==> src/rtl/pdm_adc_if.sv <==
// PCM output channel of the PDM demodulator: sample handshake plus the sticky overrun flag.
interface pdm_adc_if #(
  parameter int SAMPLE_BITS = 12
);
  logic signed [SAMPLE_BITS-1:0] sample;
  logic                          sample_valid;
  logic                          sample_ready;
  logic                          overrun;
  logic                          overrun_clr;

  modport master (
    output sample, sample_valid, overrun,
    input  sample_ready, overrun_clr
  );

  modport slave (
    input  sample, sample_valid, overrun,
    output sample_ready, overrun_clr
  );
endinterface

==> src/rtl/pdm_adc.sv <==
// PDM receive demodulator: drives pdm_clk, samples the 1-bit stream on each pdm_clk fall and
// boxcar-decimates 2**LOG2_DEC bits into one signed PCM sample with a valid/ready output.
module pdm_adc #(
  parameter int SAMPLE_BITS = 12,
  parameter int LOG2_DEC    = 6,
  parameter int CLK_DIV     = 4
) (
  input  logic       clk,
  input  logic       resetn,
  input  logic       enable,
  output logic       pdm_clk,
  input  logic       pdm_in,
  pdm_adc_if.master  bus
);
  localparam int DIV_W = (CLK_DIV > 1) ? $clog2(CLK_DIV) : 1;
  localparam int CW    = SAMPLE_BITS + 2;
  localparam int SHIFT = SAMPLE_BITS - LOG2_DEC;
  localparam logic [DIV_W-1:0]     DIV_LAST = DIV_W'(CLK_DIV - 1);
  localparam logic signed [CW-1:0] HALF     = CW'(2 ** (SAMPLE_BITS - 1));
  localparam logic signed [CW-1:0] MAX_V    = CW'(2 ** (SAMPLE_BITS - 1) - 1);

  logic                          sync1, sync2;
  logic [DIV_W-1:0]              div_cnt;
  logic [LOG2_DEC-1:0]           bit_cnt;
  logic [LOG2_DEC:0]             ones;
  logic [LOG2_DEC:0]             total;
  logic                          div_wrap, bit_stb, win_done;
  logic signed [CW-1:0]          shifted, centered;
  logic signed [SAMPLE_BITS-1:0] sat_val;

  assign div_wrap = enable && (div_cnt == DIV_LAST);
  assign bit_stb  = div_wrap && pdm_clk;
  assign win_done = bit_stb && (bit_cnt == {LOG2_DEC{1'b1}});
  assign total    = ones + {{LOG2_DEC{1'b0}}, sync2};

  // Only an all-ones window lands above full scale; nothing can fall below it.
  always_comb begin
    shifted  = $signed({{(CW-LOG2_DEC-1){1'b0}}, total}) <<< SHIFT;
    centered = shifted - HALF;
    sat_val  = centered[SAMPLE_BITS-1:0];
    if (centered > MAX_V) sat_val = {1'b0, {(SAMPLE_BITS-1){1'b1}}};
  end

  always_ff @(posedge clk or negedge resetn) begin
    if (!resetn) begin
      sync1 <= 1'b0;
      sync2 <= 1'b0;
    end else begin
      sync1 <= pdm_in;
      sync2 <= sync1;
    end
  end

  always_ff @(posedge clk or negedge resetn) begin
    if (!resetn) begin
      div_cnt <= '0;
      pdm_clk <= 1'b0;
      bit_cnt <= '0;
      ones    <= '0;
    end else if (!enable) begin
      div_cnt <= '0;
      pdm_clk <= 1'b0;
      bit_cnt <= '0;
      ones    <= '0;
    end else begin
      if (div_wrap) begin
        div_cnt <= '0;
        pdm_clk <= ~pdm_clk;
      end else begin
        div_cnt <= div_cnt + 1'b1;
      end
      // bit_cnt wraps to zero on its own at the end of a window.
      if (bit_stb) begin
        bit_cnt <= bit_cnt + 1'b1;
        ones    <= win_done ? '0 : total;
      end
    end
  end

  always_ff @(posedge clk or negedge resetn) begin
    if (!resetn) begin
      bus.sample       <= '0;
      bus.sample_valid <= 1'b0;
      bus.overrun      <= 1'b0;
    end else begin
      if (win_done) begin
        bus.sample       <= sat_val;
        bus.sample_valid <= 1'b1;
      end else if (bus.sample_valid && bus.sample_ready) begin
        bus.sample_valid <= 1'b0;
      end
      if (win_done && bus.sample_valid && !bus.sample_ready) bus.overrun <= 1'b1;
      else if (bus.overrun_clr)                               bus.overrun <= 1'b0;
    end
  end
endmodule
==> src/flat_wrapper.sv <==
// flat-port wrapper written by rule: the top's interface ports become plain ports
module pdm_adc_flat 
#(
  parameter int SAMPLE_BITS = 12,
  parameter int LOG2_DEC    = 6,
  parameter int CLK_DIV     = 4
)
  (clk, resetn, enable, pdm_clk, pdm_in, bus_sample, bus_sample_valid, bus_overrun, bus_sample_ready, bus_overrun_clr);
  pdm_adc_if #(.SAMPLE_BITS(SAMPLE_BITS)) bus_i ();
  input  logic clk;
  input  logic resetn;
  input  logic enable;
  output logic pdm_clk;
  input  logic pdm_in;
  output wire logic [$bits(bus_i.sample)-1:0] bus_sample;
  output wire logic [$bits(bus_i.sample_valid)-1:0] bus_sample_valid;
  output wire logic [$bits(bus_i.overrun)-1:0] bus_overrun;
  input wire logic [$bits(bus_i.sample_ready)-1:0] bus_sample_ready;
  input wire logic [$bits(bus_i.overrun_clr)-1:0] bus_overrun_clr;
  assign bus_sample = bus_i.sample;
  assign bus_sample_valid = bus_i.sample_valid;
  assign bus_overrun = bus_i.overrun;
  assign bus_i.sample_ready = bus_sample_ready;
  assign bus_i.overrun_clr = bus_overrun_clr;
  pdm_adc #(.SAMPLE_BITS(SAMPLE_BITS), .LOG2_DEC(LOG2_DEC), .CLK_DIV(CLK_DIV)) u_core (.clk(clk), .resetn(resetn), .enable(enable), .pdm_clk(pdm_clk), .pdm_in(pdm_in), .bus(bus_i));
endmodule
==> config.mk <==
export PLATFORM = sky130hd
export DESIGN_NAME = pdm_adc_flat
export DESIGN_NICKNAME = d
export VERILOG_FILES = /design/src/rtl/pdm_adc_if.sv /design/src/rtl/pdm_adc.sv /design/src/flat_wrapper.sv
export SDC_FILE = /design/constraint.sdc
export NUM_CORES = 1
export LEC_CHECK = 0
export ABC_AREA = 1
export CORE_MARGIN = 1.5
export CORE_UTILIZATION = 54
export DETAILED_ROUTE_END_ITERATION = 16
export PLACE_DENSITY_LB_ADDON = 0.25
export SYNTH_ARGS = -nofsm -noshare
export SYNTH_HDL_FRONTEND = slang
export SYNTH_SLANG_ARGS = --single-unit
==> constraint.sdc <==
create_clock -name clk -period 2.6 [get_ports clk]
set_input_delay 0.52 -clock clk [delete_from_list [all_inputs] [get_ports clk]]
set_output_delay 0.52 -clock clk [all_outputs]
set_load 0.01 [all_outputs]
==> impl_metrics.prom <==
# TYPE chip_impl_metric gauge
chip_impl_metric{name="gr-total-overflow",unit=""} 0
chip_impl_metric{name="finalMaxSlewViolations",unit=""} 0
chip_impl_metric{name="power.internal",unit="W"} 0.0005008
chip_impl_metric{name="power.share.sequential",unit="%"} 66.1
chip_impl_info{name="critPathSlowestCell",value="sky130_fd_sc_hd__clkdlybuf4s50_1"} 1
chip_impl_metric{name="antenna_violating_nets_left",unit=""} 0
chip_impl_info{name="cts_root_buf",value="sky130_fd_sc_hd__clkbuf_4"} 1
chip_impl_metric{name="period_needed",unit="ns"} 1.871
chip_impl_metric{name="hpwl",unit="um"} 2057
chip_impl_metric{name="antenna_found_initial",unit=""} 0
chip_impl_info{name="tritoncts",value="yes"} 1
chip_impl_metric{name="maximum_resistive_drop_on_vdd",unit="uV"} 325.9
chip_impl_metric{name="clock_power_share",unit="%"} 27.5
chip_impl_metric{name="setup-violations-final",unit=""} 0
chip_impl_metric{name="number_of_nets_in_the_finished_design",unit=""} 196
chip_impl_info{name="run_status",value="completed"} 1
chip_impl_info{name="class_of_the_most_critical_setup_path",value="reg -> out"} 1
chip_impl_metric{name="met3_usage",unit="%"} 3.056
chip_impl_metric{name="clkLatencyLatePin",unit="ns"} 0.32
chip_impl_info{name="hold_class",value="reg -> reg"} 1
chip_impl_metric{name="yosys_warnings",unit=""} 0
chip_impl_metric{name="fillerInstances",unit=""} 211
chip_impl_metric{name="finalInstanceArea",unit="mm^2"} 0.001639
chip_impl_metric{name="path_buf_inv",unit=""} 1
chip_impl_metric{name="yosys.area.top_type_share",unit="%"} 47.96
chip_impl_metric{name="p_switching",unit="W"} 0.0001484
chip_impl_metric{name="maxCapViolCount",unit=""} 0
chip_impl_metric{name="avgRoutedWirePerCell",unit="um"} 12.50
chip_impl_metric{name="dpl_cell_area",unit="mm^2"} 0.001612
chip_impl_metric{name="grtUsageTotal",unit="%"} 20.61
chip_impl_info{name="yosys.cell_count.top_type",value="sky130_fd_sc_hd__nand2_1"} 1
chip_impl_metric{name="post_cts_hold_buffer_count",unit=""} 0
chip_impl_metric{name="flow.area_growth_from_synthesis",unit="%"} 16.34
chip_impl_metric{name="rows",unit=""} 18
chip_impl_metric{name="p_leak",unit="nW"} 0.8929
chip_impl_metric{name="setup_tns",unit="ns"} 0
chip_impl_metric{name="num_io_pins",unit=""} 21
chip_impl_metric{name="clock_transition_at_path_regs",unit="ns"} 0.15
chip_impl_metric{name="slew_headroom",unit="%"} 71.87
chip_impl_metric{name="diodes",unit=""} 0
chip_impl_metric{name="slowest_delay",unit="ns"} 0.58
chip_impl_info{name="synth_largest_area_cell",value="sky130_fd_sc_hd__dfrtp_1"} 1
chip_impl_info{name="cpLargestDelayFamily",value="buffers and inverters"} 1
chip_impl_metric{name="use_met1",unit="%"} 23.77
chip_impl_info{name="grt_setup_unrepaired",value="false"} 1
chip_impl_metric{name="cts_sinks",unit=""} 27
chip_impl_metric{name="library_cells_used_by_synthesis",unit=""} 25
chip_impl_metric{name="grt.met2_usage",unit="%"} 38.41
chip_impl_metric{name="cts_htree_levels",unit=""} 1
chip_impl_metric{name="power_per_cell_area",unit="mW/mm^2"} 396.1
chip_impl_metric{name="floorplan.core_area",unit="mm^2"} 0.002477
chip_impl_metric{name="cp_data_required_time",unit="ns"} 2.08
chip_impl_metric{name="start_util",unit="%"} 56.87
chip_impl_metric{name="timing.reg2reg.setup_slack",unit="ns"} 1.00
chip_impl_metric{name="post-layout-total-power",unit="W"} 0.0006492
chip_impl_metric{name="max_freq",unit="MHz"} 534.6
chip_impl_metric{name="async_reset_ff_share",unit="%"} 100.0
chip_impl_metric{name="syn-mean-instance-area",unit="um^2"} 8.487
chip_impl_metric{name="cts_resized",unit=""} 0
chip_impl_metric{name="drt_drc_violations_left",unit=""} 0
chip_impl_metric{name="crit_path_max_fanout",unit=""} 7
chip_impl_info{name="synth_commonest_cells",value="sky130_fd_sc_hd__nand2_1, sky130_fd_sc_hd__dfrtp_1, sky130_fd_sc_hd__inv_1"} 1
chip_impl_metric{name="worst-endpoint-arrival",unit="ns"} 1.35
chip_impl_metric{name="finalClockSkew",unit="ns"} 0.01194
chip_impl_metric{name="vias",unit=""} 1135
chip_impl_metric{name="post-cts-setup-buffer-count",unit=""} 0
chip_impl_metric{name="io_buffers",unit=""} 20
chip_impl_metric{name="yosysSeqAreaShare",unit="%"} 47.96
chip_impl_info{name="worstPathCellList",value="clkdlybuf4s50_1"} 1
chip_impl_metric{name="drt-pass1-iter-count",unit=""} 4
chip_impl_metric{name="synth.ff_latch_count",unit=""} 27
chip_impl_metric{name="global_route_wire_length_before_repair",unit="um"} 4326
chip_impl_info{name="ys_dominant_reg_cell",value="sky130_fd_sc_hd__dfrtp_1"} 1
chip_impl_metric{name="cts.path.max_buffers",unit=""} 2
chip_impl_metric{name="fp.dieArea",unit="mm^2"} 0.002925
chip_impl_metric{name="layout.core_utilization",unit="%"} 66.16
chip_impl_metric{name="power.combinational.fraction",unit="%"} 6.4
chip_impl_info{name="busiest_layer",value="met2"} 1
chip_impl_metric{name="mappedNetlistArea",unit="mm^2"} 0.001409
chip_impl_metric{name="timing_hold_violations_final",unit=""} 0
chip_impl_info{name="timing.critical_path.to_type",value="output port"} 1
chip_impl_metric{name="dieWidth",unit="um"} 54.08
chip_impl_metric{name="swShare",unit="%"} 22.86
chip_impl_metric{name="postSynthNetCount",unit=""} 176
chip_impl_metric{name="gp_congestion",unit=""} 0.7950
chip_impl_info{name="synthTopCellsByArea",value="sky130_fd_sc_hd__dfrtp_1, sky130_fd_sc_hd__nand2_1, sky130_fd_sc_hd__nand3_1"} 1
chip_impl_metric{name="synth_edf_count",unit=""} 0
chip_impl_metric{name="grt_pass1_vias",unit=""} 1071
chip_impl_metric{name="vias_per_cell",unit=""} 5.279
chip_impl_metric{name="die_y",unit="um"} 54.08
chip_impl_metric{name="post_route_cells_drive_above_1_share",unit="%"} 9.730
chip_impl_metric{name="postSynthCellCount",unit=""} 166
chip_impl_metric{name="drt_first_iter_violations",unit=""} 39
chip_impl_info{name="setup.worst_path.start_class",value="register"} 1
chip_impl_metric{name="grt_start_max_net_pins",unit=""} 28
chip_impl_metric{name="post-route-period-util",unit="%"} 71.95
chip_impl_metric{name="finalWirelength",unit="um"} 2688
chip_impl_metric{name="tritoncts.num_buffers",unit=""} 3
chip_impl_metric{name="measured_slew_at_the_worst_slew_check_pin",unit="ns"} 0.4214
## path summary, 6_finish.rpt
path	start	endpoint	depth (start not counted)
min reg2reg	u_core.sync1$_DFF_PN0_	u_core.sync2$_DFF_PN0_	0
max reg2reg	u_core.sync2$_DFF_PN0_	u_core.bus.sample[9]$_DFFE_PN0P_	8
min	u_core.sync1$_DFF_PN0_	u_core.sync2$_DFF_PN0_	0
max in group asynchronous	resetn	u_core.bit_cnt[2]$_DFFE_PN0P_	2
min in group asynchronous	resetn	u_core.ones[6]$_DFFE_PN0P_	2
max	u_core.bus.sample[5]$_DFFE_PN0P_	bus_sample[3]	1
## cells in the final DEF (no fill, tap or decap), drive strengths merged
cell type and instances:
a21oi 1, a22o 1, a31oi 1, buf 1
clkbuf 3, clkdlybuf4s50 20, clkinv 1, dfrtp 27
ha 4, inv 20, nand2 59, nand3 15
nand3b 3, nand4 4, nor2 14, o21ai 8
o21bai 1, or2 1, xor2 1
## metrics by stage
stage                     worst slack [ns]  instances  hold WS (ns)
after floorplan                      1.182        166        0.2244
final                               0.7293        215        0.3691
after CTS                           0.6996        215        0.3706
after global placement              0.7003        211        0.3372
after global routing                0.6394        215        0.3776
after detailed placement            0.6674        211        0.3378
## routing by layer
layer | part of all wire, % | vias up | wire [um]
met3 | 3.8 | 2 | 101
met2 | 53 | 27 | 1427
met4 | 0.74 | 0 | 20
met1 | 42 | 542 | 1138
met5 | 0 | - | 0
li1 | - | 564 | -
## final cells by class
class	instances	area [um^2]	area share, %
clock inverters	1	5.005	0.3053
repair buffers	21	207.7	12.67
inverters	20	85.08	5.191
multi-input cells	113	605.6	36.95
well taps	30	37.54	2.290
clock buffers	3	22.52	1.374
flip-flops and latches	27	675.6	41.22
## registers in the layout (all words and copies together) (netlist names)
signal                   cells
u_core.pdm_clk               1
u_core.ones                  7
u_core.bit_cnt               6
u_core.bus.overrun           1
u_core.bus.sample            7
u_core.sync2                 1
u_core.div_cnt               2
u_core.bus.sample_valid      1
u_core.sync1                 1
## power by group through the flow
| stage | Combinational (W) | Clock [W] | Sequential, W |
|---|---|---|---|
| finish | 0.0000415 | 0.000179 | 0.000429 |
| global route | 0.0000467 | 0.000202 | 0.000430 |
| CTS | 0.0000425 | 0.000184 | 0.000429 |
| detailed placement | 0.0000427 | 0 | 0.000437 |
| global placement | 0.0000417 | 0 | 0.000437 |
| floorplan | 0.0000168 | 0 | 0.000437 |
## cells by family (layout without fill, tap and decap cells)
group,count (synthesis),after routing,synth area share [%]
AOI/OAI and AO/OA,12,12,6.483
adders and majority gates,4,4,3.553
xor gates and xnor gates,1,1,0.6218
DFF,27,27,47.96
buffers and inverters,26,45,9.058
and+or+nand+nor,96,96,32.33
No activity file was read; power rests on OpenSTA's default activity.
